==> src/rtl/if_fetch_unit.sv <==
// Instruction-fetch stage: accepts PCs, runs one imem req/ack at a time and queues {pc, instr} for decode.
// Optional build macro IF_PERF_CNT_EN adds the perf_fetched / perf_stall counter outputs.
module if_fetch_unit #(
  parameter int DEPTH = 2,
  parameter int AW    = 32,
  parameter int DW    = 32
) (
  input  logic          clk,
  input  logic          reset,
  input  logic [AW-1:0] pc_in,
  input  logic          pc_valid,
  output logic          pc_ready,
  input  logic          flush,
  output logic          imem_req,
  output logic [AW-1:0] imem_addr,
  input  logic          imem_ack,
  input  logic [DW-1:0] imem_rdata,
  output logic          if_valid,
  output logic [DW-1:0] if_instr,
  output logic [AW-1:0] if_pc,
  input  logic          id_ready
`ifdef IF_PERF_CNT_EN
  ,
  output logic [31:0]   perf_fetched,
  output logic [31:0]   perf_stall
`endif
);

  localparam int PW = $clog2(DEPTH);
  localparam int CW = $clog2(DEPTH + 1);

  localparam logic [1:0] ST_IDLE  = 2'b00;
  localparam logic [1:0] ST_REQ   = 2'b01;
  localparam logic [1:0] ST_DRAIN = 2'b10;

  logic [1:0]    state_q, state_d;
  logic [AW-1:0] pc_q, pc_d;
  logic [AW-1:0] fifo_pc_q    [DEPTH];
  logic [DW-1:0] fifo_instr_q [DEPTH];
  logic [PW-1:0] wr_ptr_q, rd_ptr_q;
  logic [CW-1:0] count_q;
  logic          accept_s, push_s, pop_s;

  // A PC is only taken when a FIFO slot is guaranteed for its result, so an ack never meets a full FIFO.
  always_comb begin
    pc_ready = (state_q == ST_IDLE) && !flush && (count_q < CW'(DEPTH));
    accept_s = pc_valid && pc_ready;
    push_s   = (state_q == ST_REQ) && imem_ack && !flush;
    pop_s    = (count_q != {CW{1'b0}}) && id_ready;
  end

  always_comb begin
    state_d = state_q;
    pc_d    = pc_q;
    case (state_q)
      ST_IDLE: begin
        if (accept_s) begin
          state_d = ST_REQ;
          pc_d    = pc_in;
        end else begin
          state_d = ST_IDLE;
        end
      end
      ST_REQ: begin
        if (imem_ack) begin
          state_d = ST_IDLE;
        end else if (flush) begin
          state_d = ST_DRAIN;
        end else begin
          state_d = ST_REQ;
        end
      end
      // Request cannot be withdrawn: wait out the ack of the squashed fetch.
      ST_DRAIN: begin
        if (imem_ack) begin
          state_d = ST_IDLE;
        end else begin
          state_d = ST_DRAIN;
        end
      end
      default: state_d = ST_IDLE;
    endcase
  end

  always_ff @(posedge clk) begin
    if (reset) begin
      state_q <= ST_IDLE;
      pc_q    <= {AW{1'b0}};
    end else begin
      state_q <= state_d;
      pc_q    <= pc_d;
    end
  end

  // Flush beats same-cycle push and pop; push cannot coincide with flush anyway.
  always_ff @(posedge clk) begin
    if (reset) begin
      wr_ptr_q <= {PW{1'b0}};
      rd_ptr_q <= {PW{1'b0}};
      count_q  <= {CW{1'b0}};
      for (int i = 0; i < DEPTH; i++) begin
        fifo_pc_q[i]    <= {AW{1'b0}};
        fifo_instr_q[i] <= {DW{1'b0}};
      end
    end else if (flush) begin
      count_q  <= {CW{1'b0}};
      rd_ptr_q <= wr_ptr_q;
    end else begin
      if (push_s) begin
        fifo_pc_q[wr_ptr_q]    <= pc_q;
        fifo_instr_q[wr_ptr_q] <= imem_rdata;
        wr_ptr_q               <= wr_ptr_q + PW'(1);
      end
      if (pop_s) begin
        rd_ptr_q <= rd_ptr_q + PW'(1);
      end
      if (push_s && !pop_s) begin
        count_q <= count_q + CW'(1);
      end else if (pop_s && !push_s) begin
        count_q <= count_q - CW'(1);
      end
    end
  end

  assign imem_req  = (state_q != ST_IDLE);
  assign imem_addr = {pc_q[AW-1:2], 2'b00};
  assign if_valid  = (count_q != {CW{1'b0}});
  assign if_pc     = fifo_pc_q[rd_ptr_q];
  assign if_instr  = fifo_instr_q[rd_ptr_q];

`ifdef IF_PERF_CNT_EN
  logic [31:0] perf_fetched_q, perf_stall_q;

  // Counters survive flush and wrap naturally.
  always_ff @(posedge clk) begin
    if (reset) begin
      perf_fetched_q <= 32'd0;
      perf_stall_q   <= 32'd0;
    end else begin
      if (push_s) begin
        perf_fetched_q <= perf_fetched_q + 32'd1;
      end
      if (pc_valid && !pc_ready) begin
        perf_stall_q <= perf_stall_q + 32'd1;
      end
    end
  end

  assign perf_fetched = perf_fetched_q;
  assign perf_stall   = perf_stall_q;
`endif

endmodule

==> config.mk <==
export PLATFORM = sky130hd
export DESIGN_NAME = if_fetch_unit
export DESIGN_NICKNAME = d
export VERILOG_FILES = /design/src/rtl/if_fetch_unit.sv
export SDC_FILE = /design/constraint.sdc
export NUM_CORES = 1
export LEC_CHECK = 0
export ABC_AREA = 1
export BUFFER_PORTS_ARGS = -buffer_cell sky130_fd_sc_hd__buf_2
export CORE_MARGIN = 2
export CORE_UTILIZATION = 40
export DETAILED_ROUTE_END_ITERATION = 8
export PLACE_DENSITY_LB_ADDON = 0.08
export SYNTH_ARGS = -nofsm -noshare
export SYNTH_HDL_FRONTEND = slang
export SYNTH_SLANG_ARGS = --single-unit
==> constraint.sdc <==
create_clock -name clk -period 6.1 [get_ports clk]
set_input_delay 0.305 -clock clk [delete_from_list [all_inputs] [get_ports clk]]
set_output_delay 0.305 -clock clk [all_outputs]
set_load 0.03 [all_outputs]
==> impl_metrics.csv <==
group,metric,value,unit
critical_path,r2r_cells,6,
grt,grt_pass1_vias,4583,
sta,maxSlewHeadroom,36.7,%
clock_network,cts_sinks,167,
clock_network,clkTransAtPathRegs,0.06,ns
floorplan,coreArea,0.0178,sq mm
floorplan,dieArea,0.0192,sq mm
critical_path,cp_data_required_time,6.05,ns
logic_synthesis,muxShareOfSynthArea,9.96,%
clock_network,htreeDepth,4,
detailed_routing,drtIter0Drc,269,
logic_synthesis,avgSynthCellArea,10.9,sq um
detailed_routing,drt-total-wl,14700,microns
grt,grt_use_met3,4.61,%
logic_synthesis,synth_seq_area_share,63.9,%
min_path,hp-start,"pc_in[11]",
logic_synthesis,synth_top_family_by_area,"simple AND/OR/NAND/NOR gates",
final_layout,final_nets,860,
logic_synthesis,yosys_warnings,0,
logic_synthesis,synthSimpleGateAreaFrac,15.4,%
logic_synthesis,ys_ff_latch,167,
sta,rsz0062_at_grt,"false",
logic_synthesis,synth-compound-area-share,0.415,%
power,vdd_drop_max,185,uV
clock_network,cts_inserted_buffers,17,
final_layout,multi_input_area,0.00191,sq mm
power,p_int,1.99,mW
sta,fin_skew,0.0106,ns
min_path,hold_end,"pc_q[11]$_SDFFE_PP0P_",
critical_path,cp-start-kind,"register",
grt,grt_busiest_layer,"met2",
clock_network,cts_hold_buf,0,
min_path,hold_depth,3,
logic_synthesis,async_reset_ff_share,0,%
outcome,outcome,"complete, no violations",
grt,grt_pass1_wl,23400,microns
final_layout,nFillCells,1709,
sta,fin_tns_setup,0,ns
logic_synthesis,synth_edf_count,128,
floorplan,io-pin-count,169,
final_layout,final_common_cell,"nor2_1",
grt,grt_max_degree,66,
critical_path,rrSetupSlack,3.63,ns
detailed_routing,drt_drc_violations_left,0,
sta,report.final.hold_viol_count,0,
detailed_routing,vias,4642,
placement,portBuffers,166,
power,switching_share,24.1,%
critical_path,worstSetupEndpointType,"register",
critical_path,crit_arrival,2.42,ns
final_layout,regArea,0.00463,sq mm
critical_path,r2r-end,"fifo_instr_q[1][11]$_SDFFCE_PN0P_",
power,p_clk_share,39.8,%
final_layout,drive_above_1_share,33.9,%
grt,grt-ovfl-total,0,
power,switchingPower,0.632,mW
clock_network,clkLatencyLatePin,0.42,ns
sta,fin_crit_sh,40.5,%
clock_network,postCtsSetupBuffers,0,
min_path,min_path_type,"in2reg",
placement,gp_congestion,0.763,
critical_path,critPathKind,"reg2reg",
sta,worstMarginPinSlew,0.950,ns
clock_network,cts_root_buf,"clkbuf_16",
detailed_routing,dr.pass1.iters,4,
critical_path,cp_max_fo,65,
detailed_routing,via_per_inst,4.50,
clock_network,cts_resized,0,
logic_synthesis,syn_area,0.00724,sq mm
power,p_leak,3.89,nW
grt,antenna_found_initial,0,
placement,hpwl,8580,microns
placement,post-place-cells,999,
detailed_routing,antenna_left,0,
final_layout,antenna_cells,0,
floorplan,fp.dieH,139,microns
floorplan,fp-row-count,49,
power,combinationalPowerShare,10.8,%
logic_synthesis,synth-xor-area-share,0,%
final_layout,fin_cells,1031,
floorplan,start_util,40.6,%
sta,clock.fmax,405,MHz
final_layout,syn2layout_area_growth,18.0,%
sta,period_needed,2.47,ns
power,pwr_density_cell,307,mW/mm^2
grt,grt_usage,15.6,%
logic_synthesis,synth_flop_cell,"edfxtp_1",
detailed_routing,post_drt_wl_per_cell,14.3,microns
grt,use_met2,26.5,%
logic_synthesis,synthDistinctLibCells,24,
floorplan,die_w,139,microns
flow_run,maxCapViolCount,0,
power,seqPwrFrac,49.4,%
grt,grt_util_met1,19.1,%
clock_network,ctsLongestPathBuffers,2,
sta,setup_violations,0,
clock_network,cts_tree,"done",
critical_path,r2r_start,"state_q[1]$_SDFF_PP0_",
final_layout,final_cell_mix,"nor2_1 (196), buf_2 (166), edfxtp_1 (128), nand2_1 (75), inv_1 (73)",
logic_synthesis,synth_adder_area_share,0.173,%
sta,final-max-slew-violation-count,0,
logic_synthesis,syn_inst,663,
state kept, by name, indices dropped and copies added, names as in the netlist, named ones only:
name,cells
count_q,2
pc_q,32
wr_ptr_q,1
rd_ptr_q,1
fifo_instr_q,64
fifo_pc_q,64
state_q,2
cell families after synthesis:
| group | count (synthesis) |
|---|---|
| simple gates | 287 |
| flops | 167 |
| fa+ha+maj | 1 |
| buf+inv | 137 |
| other cells | 1 |
| compound gates | 6 |
| mux | 64 |
area by class of cell:
| cell class | instances | area share, % |
|---|---|---|
| timing repair buffer | 169 | 10.0 |
| clock buffer | 25 | 6.05 |
| sequential | 167 | 54.2 |
| tap | 229 | 3.36 |
| multi-input combinational | 360 | 22.4 |
| clock inverter | 7 | 0.762 |
| inverter | 74 | 3.25 |
worst max path at each step:
stage	start	to	slack, ns	cells past startpoint
2_1_floorplan	state_q[1]$_SDFF_PP0_	fifo_instr_q[1][0]$_SDFFCE_PN0P_	3.33	7
3_3_place_gp	flush	fifo_instr_q[1][7]$_SDFFCE_PN0P_	3.51	7
3_5_place_dp	flush	fifo_instr_q[1][7]$_SDFFCE_PN0P_	3.48	7
4_1_cts	state_q[1]$_SDFF_PP0_	fifo_instr_q[1][8]$_SDFFCE_PN0P_	3.54	6
5_1_grt	state_q[1]$_SDFF_PP0_	fifo_instr_q[1][3]$_SDFFCE_PN0P_	3.38	6
6_report	state_q[1]$_SDFF_PP0_	fifo_instr_q[1][11]$_SDFFCE_PN0P_	3.63	6
cells in the mapped netlist, types with 2 or more instances:
cell      count  area (sq um)
dfxtp_1      39           781
buf_4        33           248
inv_1        73           274
clkbuf_1      6          22.5
o21ai_0       2          10.0
a21oi_1       4          20.0
mux2_2       64           721
edfxtp_1    128          3840
nor2_1      196           736
nand3_1       5          25.0
nand2_1      78           293
buf_6        10           113
nor2_4        2          22.5
buf_2        13          65.1
power groups by stage:
stage	registers, mW	logic (mW)	clock network (mW)
3_5_place_dp	1.32	0.286	0
4_1_cts	1.30	0.288	1.07
3_3_place_gp	1.32	0.286	0
6_report	1.29	0.283	1.04
2_1_floorplan	1.31	0.226	0
5_1_grt	1.30	0.309	1.12
stage by stage:
step / total power [mW] / util [%] / hold WS [ns] / instance area, sq um / setup slack (ns)
global placement: 1.60 / 44.6 / 0.479 / 7960 / 3.51
CTS: 2.65 / 47.9 / 0.0845 / 8540 / 3.54
global route: 2.73 / 47.9 / 0.0865 / 8540 / 3.38
floorplan: 1.53 / - / 0.374 / 7240 / 3.33
detailed placement: 1.61 / 44.6 / 0.496 / 7960 / 3.48
finish: 2.62 / 47.9 / 0.0968 / 8540 / 3.63
worst max-delay path, cell delays in order, from the launching register on:
cell and delay (ns):
dfxtp_1 0.39, nor2_4 0.06, nand2_2 0.08, nor2_4 0.05, nand2_2 0.05, buf_4 0.61, nand2_4 0.72
layer usage:
metal	vias to the layer above	routed length, microns
li1	2337	-
met1	2171	6420
met2	120	7260
met3	14	825
met4	0	202
met5	-	0
(Power assumes the default switching activity.)
